`config.mk`:
```
export PLATFORM = sky130hd
export DESIGN_NAME = mem_arbiter_flat
export DESIGN_NICKNAME = d
export VERILOG_FILES = /design/src/rtl/mem_arbiter_if.sv /design/src/rtl/mem_arbiter.sv /design/src/flat_wrapper.sv
export SDC_FILE = /design/constraint.sdc
export NUM_CORES = 1
export LEC_CHECK = 0
export ABC_CLOCK_PERIOD_IN_PS = 2640
export BUFFER_PORTS_ARGS = -buffer_cell sky130_fd_sc_hd__buf_2
export CAP_MARGIN = 20
export CELL_PAD_IN_SITES_DETAIL_PLACEMENT = 1
export CELL_PAD_IN_SITES_GLOBAL_PLACEMENT = 2
export CORE_UTILIZATION = 30
export CTS_BUF_LIST = sky130_fd_sc_hd__clkbuf_8
export CTS_CLUSTER_DIAMETER = 200
export DETAILED_ROUTE_END_ITERATION = 8
export GPL_TIMING_DRIVEN = 0
export HOLD_SLACK_MARGIN = 0.02
export PLACE_DENSITY_LB_ADDON = 0.1
export SLEW_MARGIN = 10
export SYNTH_ARGS = -nofsm -noshare
export SYNTH_HDL_FRONTEND = slang
export SYNTH_SLANG_ARGS = --single-unit
```
`constraint.sdc`:
```
create_clock -name clk -period 2.64 [get_ports clk]
set_input_delay 0.528 -clock clk [delete_from_list [all_inputs] [get_ports clk]]
set_output_delay 0.528 -clock clk [all_outputs]
set_load 0.03 [all_outputs]
```
`src/rtl/mem_arbiter_if.sv`:
```
// Bundle of fetch, data and shared-memory signals around mem_arbiter.
// slave = arbiter view, master = pipeline/memory view.
interface mem_arbiter_if #(
    parameter int unsigned ADDR_W = 32
);
    logic              if_req;
    logic [ADDR_W-1:0] if_addr;
    logic [31:0]       if_rdata;
    logic              if_valid;

    logic              d_req;
    logic              d_we;
    logic [ADDR_W-1:0] d_addr;
    logic [31:0]       d_wdata;
    logic [3:0]        d_be;
    logic [31:0]       d_rdata;
    logic              d_valid;

    logic              mem_req;
    logic              mem_we;
    logic [ADDR_W-1:0] mem_addr;
    logic [31:0]       mem_wdata;
    logic [3:0]        mem_be;
    logic [31:0]       mem_rdata;
    logic              mem_ready;

    logic              stall;
    logic              err;

    modport slave (
        input  if_req, if_addr, d_req, d_we, d_addr, d_wdata, d_be, mem_rdata, mem_ready,
        output if_rdata, if_valid, d_rdata, d_valid,
        output mem_req, mem_we, mem_addr, mem_wdata, mem_be, stall, err
    );

    modport master (
        output if_req, if_addr, d_req, d_we, d_addr, d_wdata, d_be, mem_rdata, mem_ready,
        input  if_rdata, if_valid, d_rdata, d_valid,
        input  mem_req, mem_we, mem_addr, mem_wdata, mem_be, stall, err
    );
endinterface

```
`src/rtl/mem_arbiter.sv`:
```
// Arbitrates instruction-fetch and data requests onto one single-port memory, with busy timeout.
// Optional MEM_ARB_RR_EN: round-robin on ties; otherwise data always wins ties.
module mem_arbiter #(
    parameter int unsigned ADDR_W  = 32,
    parameter int unsigned TIMEOUT = 255
) (
    input logic          clk,
    input logic          reset,
    mem_arbiter_if.slave bus
);
    typedef enum logic [1:0] {StIdle, StIfBusy, StDBusy} state_e;

    localparam logic [7:0] TimeoutCnt = 8'(TIMEOUT);

    state_e            state_q, state_d;
    logic [7:0]        cnt_q, cnt_d;
    logic [ADDR_W-1:0] addr_q, addr_d;
    logic              we_q, we_d;
    logic [31:0]       wdata_q, wdata_d;
    logic [3:0]        be_q, be_d;
    logic              mem_req_q, mem_req_d;
    logic [31:0]       if_rdata_q, if_rdata_d;
    logic [31:0]       d_rdata_q, d_rdata_d;
    logic              if_valid_q, if_valid_d;
    logic              d_valid_q, d_valid_d;
    logic              err_q, err_d;

    logic              pick_d;
    logic              done;
    logic [31:0]       done_data;
    logic [7:0]        cnt_inc;

`ifdef MEM_ARB_RR_EN
    logic last_if_q, last_if_d;
    // On a tie, serve data only if fetch was the last one granted.
    assign pick_d = bus.d_req && (!bus.if_req || last_if_q);
`else
    assign pick_d = bus.d_req;
`endif

    assign cnt_inc = cnt_q + 8'd1;

    always_comb begin
        state_d    = state_q;
        cnt_d      = cnt_q;
        addr_d     = addr_q;
        we_d       = we_q;
        wdata_d    = wdata_q;
        be_d       = be_q;
        if_rdata_d = if_rdata_q;
        d_rdata_d  = d_rdata_q;
        if_valid_d = 1'b0;
        d_valid_d  = 1'b0;
        err_d      = 1'b0;
        done       = 1'b0;
        done_data  = 32'h0;
`ifdef MEM_ARB_RR_EN
        last_if_d  = last_if_q;
`endif
        unique case (state_q)
            StIdle: begin
                if (bus.if_req || bus.d_req) begin
                    cnt_d = 8'd0;
                    if (pick_d) begin
                        state_d = StDBusy;
                        addr_d  = bus.d_addr;
                        we_d    = bus.d_we;
                        wdata_d = bus.d_wdata;
                        be_d    = bus.d_be;
                    end else begin
                        state_d = StIfBusy;
                        addr_d  = bus.if_addr;
                        we_d    = 1'b0;
                        wdata_d = 32'h0;
                        be_d    = 4'hF;
                    end
`ifdef MEM_ARB_RR_EN
                    last_if_d = !pick_d;
`endif
                end
            end
            StIfBusy, StDBusy: begin
                if (bus.mem_ready) begin
                    done      = 1'b1;
                    done_data = bus.mem_rdata;
                end else if (cnt_inc == TimeoutCnt) begin
                    // Abort: complete toward the winner with zero data and flag the error.
                    done  = 1'b1;
                    err_d = 1'b1;
                end else begin
                    cnt_d = cnt_inc;
                end
                if (done) begin
                    state_d = StIdle;
                    if (state_q == StDBusy) begin
                        d_valid_d = 1'b1;
                        d_rdata_d = done_data;
                    end else begin
                        if_valid_d = 1'b1;
                        if_rdata_d = done_data;
                    end
                end
            end
            default: state_d = StIdle;
        endcase
        mem_req_d = (state_d != StIdle);
    end

    always_ff @(posedge clk or negedge reset) begin
        if (!reset) begin
            state_q    <= StIdle;
            cnt_q      <= 8'd0;
            addr_q     <= '0;
            we_q       <= 1'b0;
            wdata_q    <= 32'h0;
            be_q       <= 4'h0;
            mem_req_q  <= 1'b0;
            if_rdata_q <= 32'h0;
            d_rdata_q  <= 32'h0;
            if_valid_q <= 1'b0;
            d_valid_q  <= 1'b0;
            err_q      <= 1'b0;
`ifdef MEM_ARB_RR_EN
            last_if_q  <= 1'b1;
`endif
        end else begin
            state_q    <= state_d;
            cnt_q      <= cnt_d;
            addr_q     <= addr_d;
            we_q       <= we_d;
            wdata_q    <= wdata_d;
            be_q       <= be_d;
            mem_req_q  <= mem_req_d;
            if_rdata_q <= if_rdata_d;
            d_rdata_q  <= d_rdata_d;
            if_valid_q <= if_valid_d;
            d_valid_q  <= d_valid_d;
            err_q      <= err_d;
`ifdef MEM_ARB_RR_EN
            last_if_q  <= last_if_d;
`endif
        end
    end

    assign bus.mem_req   = mem_req_q;
    assign bus.mem_we    = we_q;
    assign bus.mem_addr  = addr_q;
    assign bus.mem_wdata = wdata_q;
    assign bus.mem_be    = be_q;
    assign bus.if_rdata  = if_rdata_q;
    assign bus.if_valid  = if_valid_q;
    assign bus.d_rdata   = d_rdata_q;
    assign bus.d_valid   = d_valid_q;
    assign bus.err       = err_q;
    // Gated by reset so stall drops the moment reset is asserted.
    assign bus.stall     = reset & ((bus.if_req & ~if_valid_q) | (bus.d_req & ~d_valid_q));
endmodule

```
`src/flat_wrapper.sv`:
```
// flat-port wrapper written by rule: the top's interface ports become plain ports
module mem_arbiter_flat 
#(
    parameter int unsigned ADDR_W  = 32,
    parameter int unsigned TIMEOUT = 255
)
  (clk, reset, bus_if_req, bus_if_addr, bus_d_req, bus_d_we, bus_d_addr, bus_d_wdata, bus_d_be, bus_mem_rdata, bus_mem_ready, bus_if_rdata, bus_if_valid, bus_d_rdata, bus_d_valid, bus_mem_req, bus_mem_we, bus_mem_addr, bus_mem_wdata, bus_mem_be, bus_stall, bus_err);
  mem_arbiter_if #(.ADDR_W(ADDR_W)) bus_i ();
  input logic clk;
  input logic reset;
  input wire logic [$bits(bus_i.if_req)-1:0] bus_if_req;
  input wire logic [$bits(bus_i.if_addr)-1:0] bus_if_addr;
  input wire logic [$bits(bus_i.d_req)-1:0] bus_d_req;
  input wire logic [$bits(bus_i.d_we)-1:0] bus_d_we;
  input wire logic [$bits(bus_i.d_addr)-1:0] bus_d_addr;
  input wire logic [$bits(bus_i.d_wdata)-1:0] bus_d_wdata;
  input wire logic [$bits(bus_i.d_be)-1:0] bus_d_be;
  input wire logic [$bits(bus_i.mem_rdata)-1:0] bus_mem_rdata;
  input wire logic [$bits(bus_i.mem_ready)-1:0] bus_mem_ready;
  output wire logic [$bits(bus_i.if_rdata)-1:0] bus_if_rdata;
  output wire logic [$bits(bus_i.if_valid)-1:0] bus_if_valid;
  output wire logic [$bits(bus_i.d_rdata)-1:0] bus_d_rdata;
  output wire logic [$bits(bus_i.d_valid)-1:0] bus_d_valid;
  output wire logic [$bits(bus_i.mem_req)-1:0] bus_mem_req;
  output wire logic [$bits(bus_i.mem_we)-1:0] bus_mem_we;
  output wire logic [$bits(bus_i.mem_addr)-1:0] bus_mem_addr;
  output wire logic [$bits(bus_i.mem_wdata)-1:0] bus_mem_wdata;
  output wire logic [$bits(bus_i.mem_be)-1:0] bus_mem_be;
  output wire logic [$bits(bus_i.stall)-1:0] bus_stall;
  output wire logic [$bits(bus_i.err)-1:0] bus_err;
  assign bus_i.if_req = bus_if_req;
  assign bus_i.if_addr = bus_if_addr;
  assign bus_i.d_req = bus_d_req;
  assign bus_i.d_we = bus_d_we;
  assign bus_i.d_addr = bus_d_addr;
  assign bus_i.d_wdata = bus_d_wdata;
  assign bus_i.d_be = bus_d_be;
  assign bus_i.mem_rdata = bus_mem_rdata;
  assign bus_i.mem_ready = bus_mem_ready;
  assign bus_if_rdata = bus_i.if_rdata;
  assign bus_if_valid = bus_i.if_valid;
  assign bus_d_rdata = bus_i.d_rdata;
  assign bus_d_valid = bus_i.d_valid;
  assign bus_mem_req = bus_i.mem_req;
  assign bus_mem_we = bus_i.mem_we;
  assign bus_mem_addr = bus_i.mem_addr;
  assign bus_mem_wdata = bus_i.mem_wdata;
  assign bus_mem_be = bus_i.mem_be;
  assign bus_stall = bus_i.stall;
  assign bus_err = bus_i.err;
  mem_arbiter #(.ADDR_W(ADDR_W), .TIMEOUT(TIMEOUT)) u_core (.clk(clk), .reset(reset), .bus(bus_i));
endmodule
```
==> run_results.csv, run 1 <==
group,metric,value,unit
place,dp.cells,1008,
layout,num_antenna_cells,0,
detailed_routing,finalWirelength,19.2,mm
timing,slew_viol_final,0,
worst_hold_path,min_path_type,"in2reg",
place,gp_congestion,0.779,
worst_setup_path,path_max_fanout,55,
timing,holdWs,286,ps
grt,grt_pass1_vias,5268,
grt,grt_use_total,18.9,%
worst_setup_path,crit_type,"in2out",
worst_setup_path,rr_worst_depth,7,
detailed_routing,wl_per_cell,18.4,um
clock_tree,cts_root_buf,"clkbuf_8",
clock_tree,clk_latency,450,ps
worst_setup_path,crit_chain,"dlygate4sd3_1 > buf_8 > buf_16 > and2_1 > buf_2",
worst_setup_path,startpoint,"reset",
timing,setup_slack,242,ps
layout,area.growth.synth_to_final,37.2,%
grt,grt_pass1_wl,29.1,mm
timing,rsz0062_at_grt,"no",
worst_setup_path,path_buf_inv,4,
synthesis,synth.distinct_cells,41,
timing,fin_crit_sh,90.8,%
clock_tree,clk_path_buf_depth,2,
worst_setup_path,path_depth,5,
worst_setup_path,r2r-start,"u_core.state_q[0]",
outcome,status,"completed",
timing,hold_violations,0,
timing,setup_viol,0,
synthesis,yosys-top-cells-area,"dfrtp_1, a22o_1, mux2i_1",
clock_tree,cts_buffers,17,
floorplanning,floorplan.initialDensity,30.6,%
clock_tree,cts_tree,"built",
timing,min_period,2400,ps
synthesis,synth_edf_count,0,
floorplanning,chipWidth,143,um
synthesis,yosysTopAreaCell,"dfrtp_1",
worst_setup_path,cp.arrival,1870,ps
worst_setup_path,rr_endpoint,"u_core.cnt_q[5]",
power,p_per_area,1370,mW/mm^2
layout,drive_above_1_share,42.0,%
detailed_routing,viasPerCell,4.80,
power,seq_power_share,34.5,%
power,clkPwrFrac,16.7,%
power,power.internal,5.90,mW
clock_tree,htree_num_levels,4,
detailed_routing,drc,0,
worst_hold_path,hp-start,"bus_d_wdata[23]",
timing,skew,16.5,ps
synthesis,ys_ff_latch,147,
layout,fin_cells,1043,
synthesis,ys_seq_area_share,61.8,%
detailed_routing,drtIter0Drc,164,
worst_setup_path,critPathRequiredTime,2110,ps
floorplanning,die_area,0.0204,mm^2
worst_setup_path,endpoint_kind,"primary output",
power,p_total,11.2,mW
synthesis,synthesis.area,0.00596,mm^2
timing,max_slew_margin,45.9,%
floorplanning,boundaryPins,276,
worst_setup_path,r2r_slack,360,ps
synthesis,synth_flop_cell,"dfrtp_1",
place,port_buffers,274,
synthesis,async_flop_share,100,%
detailed_routing,via_count,5010,
floorplanning,rows,51,
synthesis,syn_inst,468,
power,p_switching,5.32,mW
power,p_sw_share,47.4,%
worst_setup_path,cp_slowest_stage_delay,560,ps
synthesis,ys_warn_count,0,
power,ir_drop,526,uV
worst_setup_path,critPathTopFamily,"buffers and inverters",
layout,layout.nets,910,
timing,max_clock_freq,417,MHz
place,dp_hpwl,14.2,mm
floorplanning,die_y,143,um
synthesis,syn-mean-instance-area,12.7,um^2
grt,antenna_found_initial,1,
detailed_routing,ant_nets,0,
grt,grt_max_degree,110,
place,place_ws,198,ps
worst_setup_path,startpoint_type,"input pin",
clock_tree,clk_pin_slew,100,ps
worst_hold_path,whs_endpoint,"u_core.bus.mem_wdata[23]",
worst_setup_path,crit_path_top_delay_cell,"dlygate4sd3_1",
grt,grt-ovfl-total,0,
timing,worst_pin_slew,811,ps
run,maxCapViolCount,0,
synthesis,synth_fp_nets,613,
timing,setup_tns,0,ps
clock_tree,cts_setup_buffers,0,
detailed_routing,first_pass_iters,6,
synthesis,synth_top_area_share,61.8,%
clock_tree,clock-sinks,147,
worst_hold_path,hold_depth,2,
power,p_leak,4.32,nW
power,combPwrFrac,48.9,%
floorplanning,core,0.0195,mm^2
==> worst max-delay path by stage <==
stage | slack, ps | end
finish | 240 | bus_stall
global route | 70 | u_core.bus.mem_addr[8]
CTS | 2 | bus_stall
detailed placement | 200 | u_core.cnt_q[5]
global placement | -1460 | bus_stall
floorplan | 630 | u_core.cnt_q[5]
==> power by group through the flow <==
stage	clock, mW	combinational (mW)	sequential (mW)
after global routing	2.02	5.89	3.99
after CTS	1.94	5.55	3.87
after global placement	0	5.46	3.85
final	1.87	5.48	3.86
after detailed placement	0	5.55	3.88
after floorplan	0	1.66	5.82
==> state kept, by name (all words and copies together) (netlist names) <==
name / cells
u_core.bus.d_rdata: 32
u_core.bus.if_rdata: 32
u_core.bus.mem_addr: 32
u_core.bus.mem_wdata: 32
u_core.cnt_q: 8
u_core.bus.mem_be: 4
u_core.state_q: 2
u_core.bus.d_valid: 1
u_core.bus.err: 1
u_core.bus.if_valid: 1
u_core.bus.mem_req: 1
u_core.bus.mem_we: 1
==> logic make-up (layout without fill, tap and decap cells) <==
kind of cell             Yosys count  in the layout  share of synthesized area (%)
AO/OA/AOI/OAI                    163            163                           21.2
flip-flops                       147            147                           61.8
AND/OR/NAND/NOR                   73             73                           6.13
buffers and inverters             45            355                           3.91
multiplexers                      32             32                           5.38
adder cells (fa/ha/maj)            7              7                           1.47
XOR/XNOR                           1              1                          0.147
==> layout make-up <==
type	count	area [um^2]
timing repair buffer	278	1460
multi-input combinational	276	2050
clock buffer	18	248
tap	265	332
fill	2231	11300
clock inverter	14	168
inverter	10	37.5
sequential	147	3680
buffer	35	196
==> stage by stage <==
step / util [%] / instance area (um^2)
2_1_floorplan: - / 5960
3_3_place_gp: 39.4 / 7660
3_5_place_dp: 39.6 / 7700
4_1_cts: 41.8 / 8140
5_1_grt: 42.0 / 8170
6_report: 42.0 / 8170
==> layer usage <==
| layer | track usage, % | up-vias | routed length, um |
|---|---|---|---|
| met5 | 0 | - | 17 |
| met4 | 6.23 | 2 | 265 |
| met3 | 6.34 | 20 | 1560 |
| met2 | 31.3 | 208 | 9260 |
| met1 | 22.9 | 2446 | 8090 |
| li1 | - | 2334 | - |
==> cells in the final DEF, fill, tap and decap left out, drive strengths merged, types with 3 or more instances in the layout <==
cell,count
ha,7
nand3,9
dfrtp,147
o21ai,38
and3,5
nand2,43
buf,291
and2,3
mux2i,32
clkbuf,39
a21oi,8
inv,20
o22a,4
a22o,97
o211ai,3
==> cell usage after synthesis (2+ instances only) <==
cell	instances
o21ai_0	34
mux2i_1	32
nand3_1	8
buf_1	5
and3_1	4
buf_4	3
or4_1	2
ha_1	7
or3_1	2
o22a_1	4
o32ai_1	2
nand4_1	2
a22o_1	97
o41ai_1	2
clkbuf_1	20
and2_1	3
nor2_1	2
inv_1	9
o2111ai_1	2
o31ai_1	2
o21ai_1	3
buf_6	7
a21o_1	2
a21oi_1	8
dfrtp_1	147
nand2_4	2
nand2_1	41
o211ai_1	3
==> worst reg2reg max path: cells and delay by family, from the launching register on <==
kind	cells	cell delay [ps]
compound gates	2	560
buf+inv	2	290
flops	1	450
fa+ha+maj	1	270
simple gates	2	660
==> timing repair <==
action	in CTS	in global routing
hold buffers	2	0
hold endpoints to repair	39	0
gates resized for setup	0	3
endpoints found under the setup margin	0	12
No activity file was read; power rests on OpenSTA's default activity.
==> run 2, diff against run 1 <==
==> constraint.sdc (replaced) <==
create_clock -name clk -period 2.64 [get_ports clk]
set_input_delay 0.132 -clock clk [delete_from_list [all_inputs] [get_ports clk]]
set_output_delay 0.132 -clock clk [all_outputs]
set_load 0.03 [all_outputs]
==> run_results.csv, run 2 (synthesis gave the netlist of run 1 again) <==
group,metric,value,unit
worst_setup_path,endpoint_kind,"flop",
worst_setup_path,path_max_fanout,8,
timing,hold_violations,0,
timing,holdWs,38.1,ps
worst_setup_path,path_buf_inv,2,
grt,grt_pass1_wl,32.2,mm
floorplanning,die_area,0.0204,mm^2
clock_tree,clk_latency,440,ps
clock_tree,cts_root_buf,"clkbuf_8",
floorplanning,chipWidth,143,um
grt,antenna_found_initial,0,
layout,n_fill_cell,2190,
layout,area.growth.synth_to_final,57.4,%
timing,setup_viol,0,
detailed_routing,via_count,5552,
timing,max_clock_freq,441,MHz
layout,fin_area,0.00938,mm^2
worst_hold_path,min_path_type,"in2reg",
power,p_per_area,1220,mW/mm^2
detailed_routing,finalWirelength,20.5,mm
power,p_leak,4.82,nW
grt,grt_pass1_vias,6050,
worst_setup_path,cp.arrival,2640,ps
worst_setup_path,crit_type,"reg2reg",
grt,grt-ovfl-total,0,
clock_tree,cts_tree,"built",
power,p_total,11.4,mW
worst_setup_path,r2r-start,"u_core.state_q[0]",
floorplanning,core,0.0195,mm^2
grt,grt_max_degree,110,
worst_hold_path,hp-start,"bus_if_addr[26]",
run,maxCapViolCount,0,
timing,skew,12.6,ps
floorplanning,boundaryPins,276,
timing,min_period,2270,ps
place,placed_cell_area,0.00770,mm^2
detailed_routing,drc,0,
timing,fin_crit_sh,85.8,%
worst_setup_path,cp_slowest_stage_delay,540,ps
layout,final_common_cell,"buf_2",
detailed_routing,drtIter0Drc,176,
clock_tree,clk_path_buf_depth,2,
timing,slew_viol_final,0,
layout,final_util,48.2,%
worst_setup_path,crit_path_top_delay_cell,"or4_1",
worst_setup_path,crit_chain,"inv_1 > ha_1 > inv_1 > a21oi_2 > o21ai_1 > or4_1 > nand3_1",
outcome,status,"completed",
clock_tree,htree_num_levels,4,
worst_setup_path,startpoint,"u_core.state_q[0]",
timing,rsz0062_at_grt,"no",
worst_setup_path,crit_top_cell,"inv_1",
place,port_buffers,274,
detailed_routing,first_pass_iters,4,
timing,max_slew_margin,45.3,%
worst_setup_path,startpoint_type,"flop",
timing,worst_pin_slew,821,ps
grt,grt_use_total,20.6,%
worst_setup_path,critPathTopFamily,"simple AND/OR/NAND/NOR gates",
layout,drive_above_1_share,36.1,%
floorplanning,floorplan.initialDensity,30.6,%
clock_tree,cts_buffers,17,
layout,num_antenna_cells,0,
clock_tree,clock-sinks,147,
floorplanning,rows,51,
floorplanning,die_y,143,um
timing,setup_tns,0,ps
power,ir_drop,491,uV
detailed_routing,ant_nets,0,
layout,layout.nets,1033,
worst_setup_path,critPathRequiredTime,3010,ps
detailed_routing,wl_per_cell,17.6,um
place,dp_hpwl,14.2,mm
place,gp_congestion,0.779,
clock_tree,clk_pin_slew,90,ps
detailed_routing,viasPerCell,4.76,
layout,final_cell_mix,"buf_2, dfrtp_1, dlygate4sd3_1",
## run 2: cell types whose count changed in the layout (fill, tap and decap cells not counted)
cell / change
dlygate4sd3_1: +125
buf_12: -1
clkbuf_16: -1
## run 2: layout make-up
type	instances	area, um^2	area share, %
inverters	10	37.5	0.400
plain buffers	35	196	2.09
multi-input cells	276	2050	21.9
repair buffers	401	2670	28.5
flip-flops and latches	147	3680	39.2
clock inverters	14	168	1.79
clock buffers	18	248	2.64
well taps	265	332	3.54
## run 2: layer usage
layer	wire, um	vias to the layer above	GRT usage (%)
li1	-	2577	-
met5	0	-	0
met2	10400	204	35.9
met1	8440	2751	24.1
met3	1430	20	5.97
met4	313	0	6.85
## run 2: tightest hold or removal path, cell delays in order
cell	delay, ps
buf_2	80
mux2i_1	70
o21ai_0	170
## run 2: through the flow
stage	cells	setup WS, ps
final	1166	374
after global routing	1166	73.3
after CTS	1166	166
after detailed placement	1008	198
after global placement	1007	-712
after floorplan	468	633
## run 2: final timing paths
| check | to | slack, ps | depth (start not counted) |
|---|---|---|---|
| setup reg to reg | u_core.cnt_q[5] | 370 | 7 |
| min in group asynchronous | u_core.bus.d_rdata[20] | 160 | 2 |
| hold / removal | u_core.bus.mem_addr[26] | 40 | 3 |
| hold reg to reg | u_core.bus.mem_addr[28] | 480 | 2 |
| max in group asynchronous | u_core.bus.mem_addr[1] | 1610 | 3 |
| setup / recovery | u_core.cnt_q[5] | 370 | 7 |
## run 2: what timing repair did
action                                  4_1_cts  5_1_grt
hold endpoints to repair                    232        0
setup buffers                                 0        0
hold buffers                                126        0
endpoints found under the setup margin        0       13
gates resized for setup                       0        3
## run 2: power breakdown
| part | leakage, nW | internal [mW] | switching [mW] |
|---|---|---|---|
| registers | 1.85 | 3.27 | 0.604 |
| clock network | 0.210 | 0.903 | 0.965 |
| logic | 2.76 | 1.85 | 3.82 |
| total | 4.82 | 6.02 | 5.39 |
